## src/rtl/pipe_ctrl_pkg.sv

```systemverilog
// pipe_ctrl_pkg: shared FSM states, exception codes, stall vectors and perf select codes
package pipe_ctrl_pkg;
  typedef enum logic {ST_RUN = 1'b0, ST_RECOVER = 1'b1} state_t;
  localparam logic [31:0] EXC_INTERRUPT    = 32'h1;
  localparam logic [31:0] EXC_SYSCALL      = 32'h8;
  localparam logic [31:0] EXC_INST_INVALID = 32'ha;
  localparam logic [31:0] EXC_TRAP         = 32'hd;
  localparam logic [31:0] EXC_OV           = 32'hc;
  localparam logic [31:0] EXC_ERET         = 32'he;
  localparam logic [5:0] StallNone      = 6'b000000;
  localparam logic [5:0] StallFromIF_ID = 6'b000111;
  localparam logic [5:0] StallFromEX    = 6'b001111;
  localparam logic [5:0] StallFromMEM   = 6'b011111;
  localparam logic [1:0] PERF_STALL = 2'd0;
  localparam logic [1:0] PERF_FLUSH = 2'd1;
  localparam logic [1:0] PERF_RUN   = 2'd2;
  localparam logic [1:0] PERF_ZERO  = 2'd3;
endpackage

```

## src/rtl/pipe_ctrl_sat_counter.sv

```systemverilog
// sat_counter: up-counter that sticks at all-ones, with synchronous clear
module sat_counter #(
  parameter int W = 16
) (
  input  logic         clk,
  input  logic         rst,
  input  logic         inc,
  input  logic         clr,
  output logic [W-1:0] q
);
  always_ff @(posedge clk)
    q <= (rst || clr) ? '0 : (inc && !(&q)) ? q + W'(1) : q;
endmodule

```

## src/rtl/pipe_ctrl.sv

```systemverilog
// pipe_ctrl: pipeline stall/flush arbitration with post-flush recovery, stall watchdog and perf counters
module pipe_ctrl
  import pipe_ctrl_pkg::*;
#(
  parameter logic [31:0] EXC_VECTOR    = 32'h0000_0020,
  parameter int          STALL_TIMEOUT = 1024,
  parameter int          CNT_W         = 32
) (
  input  logic        clk,
  input  logic        rst,
  input  logic        stallreq_from_if,
  input  logic        stallreq_from_id,
  input  logic        stallreq_from_ex,
  input  logic        stallreq_from_mem,
  input  logic [31:0] excepttype_i,
  input  logic [31:0] cp0_epc_i,
  input  logic        wd_clr_i,
  input  logic [1:0]  perf_sel_i,
  output logic [5:0]  stall,
  output logic        flush,
  output logic [31:0] new_pc,
  output logic        wd_timeout_o,
  output logic [31:0] perf_data_o
);
  state_t state, state_nx;
  logic exc;
  logic [CNT_W-1:0] stall_cnt;
  logic [15:0] flush_cnt, run_cnt;
  logic [31:0] perf_q;
  logic wd_set;
  assign exc = excepttype_i != '0;
  always_ff @(posedge clk)
    state <= rst ? ST_RUN : state_nx;
  always_comb
    state_nx = (state == ST_RUN && exc) ? ST_RECOVER : ST_RUN;
  always_comb begin
    flush  = !rst && state == ST_RUN && exc;
    new_pc = !flush ? '0 : (excepttype_i == EXC_ERET) ? cp0_epc_i : EXC_VECTOR;
    stall  = (rst || state != ST_RUN || exc) ? StallNone :
             stallreq_from_mem ? StallFromMEM :
             stallreq_from_ex  ? StallFromEX :
             (stallreq_from_id || stallreq_from_if) ? StallFromIF_ID : StallNone;
  end
  sat_counter #(.W(CNT_W)) u_stall_cnt (.clk(clk), .rst(rst), .inc(stall[0]), .clr(1'b0), .q(stall_cnt));
  sat_counter #(.W(16)) u_flush_cnt (.clk(clk), .rst(rst), .inc(flush), .clr(1'b0), .q(flush_cnt));
  sat_counter #(.W(16)) u_run_cnt (.clk(clk), .rst(rst), .inc(stall[0]), .clr(!stall[0]), .q(run_cnt));
  assign wd_set = stall[0] && run_cnt == 16'(STALL_TIMEOUT - 1);
  always_ff @(posedge clk)
    wd_timeout_o <= rst ? 1'b0 : wd_set ? 1'b1 : wd_clr_i ? 1'b0 : wd_timeout_o;
  always_ff @(posedge clk)
    perf_q <= rst ? '0 :
              perf_sel_i == PERF_STALL ? 32'(stall_cnt) :
              perf_sel_i == PERF_FLUSH ? 32'(flush_cnt) :
              perf_sel_i == PERF_RUN   ? 32'(run_cnt) : '0;
  assign perf_data_o = rst ? '0 : perf_q;
endmodule

```

## config.mk

```make
export PLATFORM = sky130hd
export DESIGN_NAME = pipe_ctrl
export DESIGN_NICKNAME = d
export VERILOG_FILES = /design/src/rtl/pipe_ctrl_pkg.sv /design/src/rtl/pipe_ctrl_sat_counter.sv /design/src/rtl/pipe_ctrl.sv
export SDC_FILE = /design/constraint.sdc
export NUM_CORES = 1
export LEC_CHECK = 0
export BUFFER_PORTS_ARGS = -buffer_cell sky130_fd_sc_hd__buf_2
export CAP_MARGIN = 10
export CORE_UTILIZATION = 43
export CTS_BUF_LIST = sky130_fd_sc_hd__clkbuf_4
export DETAILED_ROUTE_END_ITERATION = 7
export PLACE_DENSITY = 0.68
export SETUP_SLACK_MARGIN = 0.4
export SLEW_MARGIN = 0
export SYNTH_ARGS = -nofsm -noshare
export SYNTH_HDL_FRONTEND = slang
export SYNTH_SLANG_ARGS = --single-unit
```

## constraint.sdc

```tcl
create_clock -name clk -period 3.1 [get_ports clk]
set_clock_uncertainty 0.1 [all_clocks]
set_input_delay 0 -clock clk [delete_from_list [all_inputs] [get_ports clk]]
set_output_delay 0 -clock clk [all_outputs]
set_load 0.1 [all_outputs]
```

==> results of run 1 <==
==> final timing paths <==
kind,from,end,cells after the start
worst max-delay path,state$_SDFF_PP0_,stall[2],6
worst min-delay path,excepttype_i[8],state$_SDFF_PP0_,6
worst max register to register,u_stall_cnt.q[3]$_SDFFE_PP0P_,u_stall_cnt.q[21]$_SDFFE_PP0P_,5
worst min register to register,wd_timeout_o$_SDFFE_PP0P_,wd_timeout_o$_SDFFE_PP0P_,2
==> power by group through the flow <==
stage               Sequential, mW  Combinational (mW)  Clock, mW
finish                        1.27               0.144      0.594
global route                  1.27               0.157      0.663
CTS                           1.27               0.145      0.601
detailed placement            1.29               0.142          0
global placement              1.29               0.139          0
floorplan                     1.29              0.0820          0
==> registers in the layout, indices dropped and copies added (netlist names) <==
register       flops
perf_q            32
u_stall_cnt.q     32
u_flush_cnt.q     16
u_run_cnt.q       16
state              1
wd_timeout_o       1
==> layout make-up <==
type	instances	area, sq um	area share, %
flip-flops and latches	98	1960	30.8
repair buffers	153	1080	16.9
inverters	10	37.5	0.590
diodes	1	2.50	0.0393
well taps	143	179	2.81
multi-input cells	471	2990	47.1
clock inverters	6	33.8	0.531
clock buffers	10	75.1	1.18
==> metal layers <==
metal | vias up | GRT usage [%] | part of all wire [%]
met4 | 0 | 9.37 | 2.2
met3 | 17 | 2.29 | 5.1
met2 | 170 | 38.8 | 51
li1 | 2498 | - | -
met1 | 2360 | 25.7 | 42
met5 | - | 0 | 0
==> cell usage in the layout, fill, tap and decap left out, types with 4 or more instances in the layout <==
| cell | count |
|---|---|
| and4_1 | 6 |
| o311ai_0 | 7 |
| nor3_1 | 5 |
| o41ai_1 | 6 |
| buf_2 | 122 |
| nor2_1 | 74 |
| o21ai_0 | 9 |
| nand2b_1 | 4 |
| and2_1 | 50 |
| nand2_1 | 16 |
| or3_1 | 5 |
| nor2b_1 | 47 |
| buf_12 | 18 |
| mux2i_1 | 19 |
| buf_4 | 9 |
| dfxtp_1 | 98 |
| or4_1 | 20 |
| clkbuf_4 | 11 |
| and3_1 | 15 |
| nand3_1 | 27 |
| nand4_1 | 24 |
| nor4_1 | 18 |
| xor2_1 | 10 |
| mux2_2 | 12 |
| a21oi_1 | 42 |
| o31ai_1 | 18 |
| inv_1 | 9 |
==> stage by stage <==
step / instance area [sq um] / hold slack (ns) / total power [mW]
global placement: 6190 / 0.168 / 1.43
global route: 6360 / 0.122 / 2.09
finish: 6360 / 0.0886 / 2.00
CTS: 6330 / 0.0735 / 2.01
floorplan: 5170 / 0.0774 / 1.37
detailed placement: 6190 / 0.174 / 1.44
==> critical path, stage by stage (launching register included) <==
cell	delay [ns]
dfxtp_1	0.34
or2_0	0.21
buf_4	0.17
nor3_4	0.38
nand3_4	0.29
inv_2	0.24
clkbuf_4	0.37
==> timing repair <==
action,4_1_cts,5_1_grt
endpoints found under the setup margin,3,5
hold buffers,3,0
gates resized for setup,0,7
gates cloned,0,1
endpoints found under the hold margin,17,0
==> kinds of logic after synthesis <==
| group | count (synthesis) |
|---|---|
| adders and majority gates | 3 |
| and+or+nand+nor | 326 |
| buffers and inverters | 56 |
| other | 1 |
| DFF | 98 |
| muxes | 33 |
| xor gates and xnor gates | 10 |
| AOI/OAI and AO/OA | 97 |
==> flow_summary.yaml, run 1 <==
clock_network:
  clk_latency_ns: 0.47
  cts_root_buf: "clkbuf_4"
  cts_max_level: 3
  cts-buffers-inserted: 9
  clockBufferDepth: 2
  clk_pin_slew_worst_paths_ns: 0.15
  cts_setup_buffers: 0
  cts_tree: "built"
  cts_sinks: 98
hold_path:
  min_path_type: "input port to flop"
yosys:
  synth.avg_cell_area_sq_um: 8.29
  synth_top_family_by_area: "simple AND/OR/NAND/NOR gates"
  synthMostInstantiatedCell: "dfxtp_1"
  synth_compound_area_share_pct: 12.1
  async_flop_share_pct: 0
  synth_xor_area_share_pct: 1.69
  yosysWarningCount: 0
  yosysTopAreaCellShare_pct: 37.9
  postSynthCellCount: 624
  ys_types: 49
  yosys-top-cells-count: "dfxtp_1, nor2_1, and2_1, nor2b_1, a21oi_1"
  synth-seq-cells: 98
  synth_fp_nets: 700
  seq_area_frac_synth_pct: 37.9
  synth_edf_count: 0
  syn_area_sq_um: 5170
  synthMuxAreaShare_pct: 6.72
  synthTopCellsByArea: "dfxtp_1, and2_1, nor2b_1"
  synthFlopType: "dfxtp_1"
  synthAdderAreaFrac_pct: 0.725
  synth_area_leader_cell: "dfxtp_1"
  yosys.area_share.simple_pct: 36.0
critical_path:
  crit_type: "flop to primary output"
  rrSetupSlack_ns: 0.57
  critPathCaptureType: "primary output"
  start_kind: "flop"
  cp.required_ns: 3.00
  worstPathMaxFanout: 23
  cp.arrival_ns: 2.46
die:
  rows: 39
  die_h_um: 112
  initial_utilization_pct: 44.7
  coreArea_sq_um: 11600
  dieArea_sq_um: 12500
  die_w_um: 112
  num_io_pins: 145
power:
  clkPwrFrac_pct: 29.6
  ir_drop_mv: 0.138
  pwr-share-comb_pct: 7.2
  p_per_area_nw_per_um2: 315
  p_switching_uw: 520
  switching_share_pct: 25.9
  power_frac_seq_pct: 63.2
  internal-power_mw: 1.48
  cellLeakagePower_nw: 2.56
cells_and_area:
  area_growth_pct: 22.9
  finalNonFillerCells: 892
  drive_gt1_share_pct: 25.0
  fillers: 1045
  final_util_pct: 55.0
  nets: 819
routing:
  avgRoutedWirePerCell_um: 15.3
  drc: 4
  drt_iter0_drc: 331
  ant_nets: 0
  vias: 5045
  via_per_inst: 5.66
  drtPass1Iterations: 7
  routed_wl_um: 13600
place:
  gp_congestion: 0.856
  post-place-ws_ns: 0.534
  dp.cells: 871
  io_buffer_count: 143
  hpwl_um: 9950
timing:
  setup_violations: 0
  relSlewSlack_pct: 41.3
  fin_ws_ns: 0.539
  period_needed_ns: 2.56
  min_period_over_period_pct: 82.6
  hold_viol: 0
  rsz0062_at_grt: "true"
  fin_tns_setup_ns: 0
  drv_slew: 0
  worst_pin_slew_ns: 0.880
  fmax_ghz: 0.391
global_routing:
  grt_overflow: 0
  first_global_vias: 4590
  grt_pass1_wl_um: 21500
  track_usage_pct: 21.5
  antenna_found_initial: 1
  grt_max_degree: 67
run_status:
  outcome: "finished with violations"
  violations: "design-rule violations"
job:
  maxCapViolations: 0
No activity file was read; power rests on OpenSTA's default activity.
==> run 2: changes to the inputs <==
==> constraint.sdc (replaced) <==
create_clock -name clk -period 2.7 [get_ports clk]
set_clock_uncertainty 0.1 [all_clocks]
set_input_delay 0 -clock clk [delete_from_list [all_inputs] [get_ports clk]]
set_output_delay 0 -clock clk [all_outputs]
set_load 0.1 [all_outputs]
==> flow_summary.yaml, run 2 (synthesis gave the netlist of run 1 again) <==
run_status:
  outcome: "finished with violations"
  violations: "design-rule violations"
place:
  gp_congestion: 0.880
  post-place-ws_ns: 0.339
  io_buffer_count: 143
  place_area_sq_um: 6450
  hpwl_um: 10200
die:
  initial_utilization_pct: 44.7
  die_w_um: 112
  num_io_pins: 145
  dieArea_sq_um: 12500
  rows: 39
  coreArea_sq_um: 11600
  die_h_um: 112
cells_and_area:
  mostFrequentLayoutCell: "buf_2"
  nets: 837
  final_area_sq_um: 6780
  fillers: 1008
  area_growth_pct: 31.0
  largestRegisters: "perf_q: 32 flops, u_stall_cnt.q: 32 flops"
  drive_gt1_share_pct: 28.0
  layout_common_cells: "buf_2, dfxtp_1, nor2_1, and2_1, nor2b_1"
power:
  total_power_mw: 2.28
  switching_share_pct: 24.2
  internal-power_mw: 1.73
  cellLeakagePower_nw: 2.73
  p_switching_uw: 552
  ir_drop_mv: 0.229
  clkPwrFrac_pct: 29.1
  p_per_area_nw_per_um2: 337
  pwr-share-comb_pct: 7.3
  power_frac_seq_pct: 63.6
timing:
  whs_ns: 0.0292
  fin_tns_setup_ns: 0
  min_period_over_period_pct: 85.4
  fmax_ghz: 0.434
  fin_ws_ns: 0.395
  setup_violations: 0
  period_needed_ns: 2.31
  relSlewSlack_pct: 60.8
  hold_viol: 0
  worst_pin_slew_ns: 0.582
  drv_slew: 0
  rsz0062_at_grt: "false"
clock_network:
  cts_max_level: 3
  cts_root_buf: "clkbuf_4"
  cts-buffers-inserted: 9
  clockBufferDepth: 2
  cts_tree: "built"
  clk_latency_ns: 0.45
  clk_pin_slew_worst_paths_ns: 0.13
  cts_sinks: 98
routing:
  ant_nets: 0
  drtPass1Iterations: 8
  avgRoutedWirePerCell_um: 15.8
  vias: 5178
  routed_wl_um: 14300
  via_per_inst: 5.70
  drc: 4
  drt_iter0_drc: 422
global_routing:
  first_global_vias: 4811
  track_usage_pct: 22.5
  grt_max_degree: 56
  antenna_found_initial: 1
  grt_overflow: 0
  grt_pass1_wl_um: 22600
critical_path:
  worstPathMaxFanout: 7
  rrSetupSlack_ns: 0.39
  cp.required_ns: 2.94
  crit_type: "flop to flop"
  start_kind: "flop"
  critPathCaptureType: "flop"
  cp.arrival_ns: 2.55
hold_path:
  min_path_type: "input port to flop"
job:
  maxCapViolations: 0
## run 2: cell count changes in the layout (fill, tap and decap cells not counted), moves of 2 or more
cell / delta
buf_12: +15
buf_2: -15
buf_4: +15
buf_6: +4
dfxtp_1: -3
dfxtp_2: +3
clkbuf_4: +2
clkinv_2: -2
nor3_2: -2
nor3_4: +2
nor4b_1: -2
nor4b_2: +2
## run 2: what timing repair did
item                                    in CTS  in global routing
gates cloned                                 3                  0
hold buffers                                 2                  1
resized for setup                            9                 19
endpoints found under the setup margin      42                 60
pin swaps                                    2                  5
hold endpoints to repair                    15                  1
setup buffers                                0                 11
## run 2: path summary, 6_finish.rpt
| check | startpoint | end | depth (start not counted) |
|---|---|---|---|
| max | u_stall_cnt.q[19]$_SDFFE_PP0P_ | u_stall_cnt.q[26]$_SDFFE_PP0P_ | 5 |
| min | rst | perf_q[1]$_SDFF_PP0_ | 3 |
| max reg2reg | u_stall_cnt.q[19]$_SDFFE_PP0P_ | u_stall_cnt.q[26]$_SDFFE_PP0P_ | 5 |
| min reg2reg | wd_timeout_o$_SDFFE_PP0P_ | wd_timeout_o$_SDFFE_PP0P_ | 2 |
## run 2: area by class of cell
class                      count  area, sq um  area share (%)
antenna                        1         2.50          0.0369
clock buffer                  13         97.6            1.44
clock inverter                 1         3.75          0.0554
inverter                      10         40.0           0.591
multi-input combinational    471         3040            44.8
sequential                    98         1970            29.0
tap                          143          179            2.64
timing repair buffer         171         1450            21.4
## run 2: worst max-delay path, stage by stage, from the launching register on
cell	delay (ns)
dfxtp_1	0.48
nand4_1	0.25
nor4_2	0.39
nand2_1	0.24
nor4_1	0.36
mux2_2	0.39
## run 2: routing by layer
layer | GRT usage (%) | part of all wire, %
met1 | 26.6 | 40
met2 | 39.5 | 51
met3 | 4.25 | 6.5
met4 | 9.91 | 2.5
met5 | 0 | 0
## run 2: power groups by stage
stage	Sequential (mW)	Clock (mW)	Combinational (mW)
5_1_grt	1.45	0.747	0.182
2_1_floorplan	1.48	0	0.0942
3_3_place_gp	1.48	0	0.159
6_report	1.45	0.664	0.167
4_1_cts	1.45	0.687	0.166
3_5_place_dp	1.49	0	0.163
## run 2: through the flow
stage | std cells | util [%]
after floorplan | 624 | -
after global placement | 876 | 55.8
after detailed placement | 876 | 55.8
after CTS | 895 | 57.4
after global routing | 908 | 58.6
final | 908 | 58.6
==> run 3: changes to the inputs <==
--- a/config.mk
+++ b/config.mk
@@ -7,6 +7,7 @@
 export LEC_CHECK = 0
 export BUFFER_PORTS_ARGS = -buffer_cell sky130_fd_sc_hd__buf_2
 export CAP_MARGIN = 10
+export CORE_MARGIN = 3
 export CORE_UTILIZATION = 43
 export CTS_BUF_LIST = sky130_fd_sc_hd__clkbuf_4
 export DETAILED_ROUTE_END_ITERATION = 7
==> flow_summary.yaml, run 3 (synthesis gave the netlist of run 1 again) <==
run_status:
  outcome: "finished, final reports clean"
place:
  hpwl_um: 10700
  io_buffer_count: 143
  gp_congestion: 0.877
timing:
  worst_pin_slew_ns: 0.597
  rsz0062_at_grt: "true"
  relSlewSlack_pct: 60.2
  fin_tns_setup_ns: 0
  whs_ns: 0.123
  drv_slew: 0
  setup_violations: 0
  fmax_ghz: 0.445
  period_needed_ns: 2.25
  hold_viol: 0
  min_period_over_period_pct: 83.3
cells_and_area:
  mostFrequentLayoutCell: "buf_2"
  largestRegisters: "perf_q: 32 flops, u_stall_cnt.q: 32 flops"
  layout_common_cells: "buf_2, dfxtp_1, nor2_1, nor2b_1"
  nets: 837
  area_growth_pct: 32.2
  drive_gt1_share_pct: 29.2
global_routing:
  antenna_found_initial: 0
  grt_max_degree: 57
  first_global_vias: 4835
  grt_pass1_wl_um: 23500
  track_usage_pct: 22.1
  grt_overflow: 0
hold_path:
  min_to: "state$_SDFF_PP0_"
  min-delay-start: "excepttype_i[8]"
  hold_depth: 6
  min_path_type: "input port to flop"
power:
  power_frac_seq_pct: 63.7
  switching_share_pct: 25.5
  clkPwrFrac_pct: 28.7
  internal-power_mw: 1.70
  p_per_area_nw_per_um2: 334
  p_switching_uw: 582
  pwr-share-comb_pct: 7.7
  ir_drop_mv: 0.158
  cellLeakagePower_nw: 2.75
routing:
  routed_wl_um: 14800
  avgRoutedWirePerCell_um: 16.3
  ant_nets: 0
  drtPass1Iterations: 7
  via_per_inst: 5.74
  drt_iter0_drc: 461
  drc: 0
  vias: 5216
die:
  initial_utilization_pct: 44.6
  coreArea_sq_um: 11600
  num_io_pins: 145
  die_h_um: 116
  rows: 39
  die_w_um: 116
  dieArea_sq_um: 13400
critical_path:
  cp.required_ns: 2.60
  crit_type: "flop to primary output"
  worstReg2RegEnd: "u_stall_cnt.q[17]$_SDFFE_PP0P_"
  start_kind: "flop"
  critPathCaptureType: "primary output"
  rr_worst_depth: 7
  cp.arrival_ns: 2.15
  worstPathMaxFanout: 8
  timing.rr.start: "u_stall_cnt.q[7]$_SDFFE_PP0P_"
  rrSetupSlack_ns: 0.45
clock_network:
  cts_tree: "built"
  clk_pin_slew_worst_paths_ns: 0.13
  clk_latency_ns: 0.47
  clockBufferDepth: 2
  cts_sinks: 98
  cts_root_buf: "clkbuf_4"
  cts_max_level: 3
  cts-buffers-inserted: 9
job:
  maxCapViolations: 0
==> run 3: cell count changes in the layout (fill, tap and decap cells not counted), sizes merged <==
cell | previous run | this run
buf | 168 | 167
nand3 | 29 | 30
clkinv | 1 | 5
clkbuf | 13 | 10
==> run 3: worst max path at each step <==
stage / from / endpoint / slack [ns] / cells after the start
after floorplan: state$_SDFF_PP0_ / new_pc[5] / 0.42 / 3
after global placement: u_stall_cnt.q[3]$_SDFFE_PP0P_ / u_stall_cnt.q[19]$_SDFFE_PP0P_ / 0.40 / 6
after detailed placement: u_stall_cnt.q[3]$_SDFFE_PP0P_ / u_stall_cnt.q[17]$_SDFFE_PP0P_ / 0.33 / 6
after CTS: state$_SDFF_PP0_ / stall[0] / 0.35 / 5
after global routing: u_stall_cnt.q[7]$_SDFFE_PP0P_ / u_stall_cnt.q[19]$_SDFFE_PP0P_ / 0.36 / 7
final: state$_SDFF_PP0_ / new_pc[27] / 0.45 / 7
==> run 3: power groups by stage <==
stage                     clock network, mW  registers, mW  logic (mW)
after floorplan                           0           1.48      0.0942
after global placement                    0           1.48       0.161
after detailed placement                  0           1.49       0.165
after CTS                             0.672           1.45       0.170
after global routing                  0.724           1.46       0.192
final                                 0.654           1.45       0.175
==> run 3: cell type report <==
type	instances	area, sq um
Multi-Input combinational cell	472	3090
Clock buffer	10	75.1
Timing Repair Buffer	170	1460
Tap cell	143	179
Fill cell	1027	4770
Clock inverter	5	22.5
Antenna cell	1	2.50
Inverter	10	40.0
Sequential cell	98	1960
==> run 3: what timing repair did <==
item / CTS / global route
hold buffers: 3 / 0
setup endpoints to repair: 49 / 76
pin swaps: 2 / 5
resized for setup: 11 / 27
setup buffers: 0 / 8
hold endpoints to repair: 16 / 0
gates cloned: 3 / 2
==> run 3: worst max-delay path, cell delays in order (launching register included) <==
cell and delay (ns):
dfxtp_2 0.35, or2_4 0.26, buf_6 0.14, nor4_4 0.28
buf_4 0.17, buf_6 0.11, and2_1 0.18, buf_12 0.18
==> run 3: through the flow <==
stage          cell area, sq um  setup WS [ns]  instances  power, mW  util [%]
2_1_floorplan              5170          0.420        624       1.58         -
3_3_place_gp               6460          0.397        877       1.65      55.6
3_5_place_dp               6460          0.329        877       1.65      55.6
4_1_cts                    6650          0.345        898       2.30      57.3
5_1_grt                    6840          0.362        908       2.37      58.9
6_report                   6840          0.450        909       2.28      58.9
==> run 3: layer usage <==
metal | track usage, % | share of wire [%] | vias to the layer above
met5 | 0 | 0 | -
met4 | 7.97 | 2.6 | 0
met3 | 3.60 | 6.2 | 25
met2 | 38.9 | 50 | 201
met1 | 27.2 | 41 | 2457
li1 | - | - | 2533
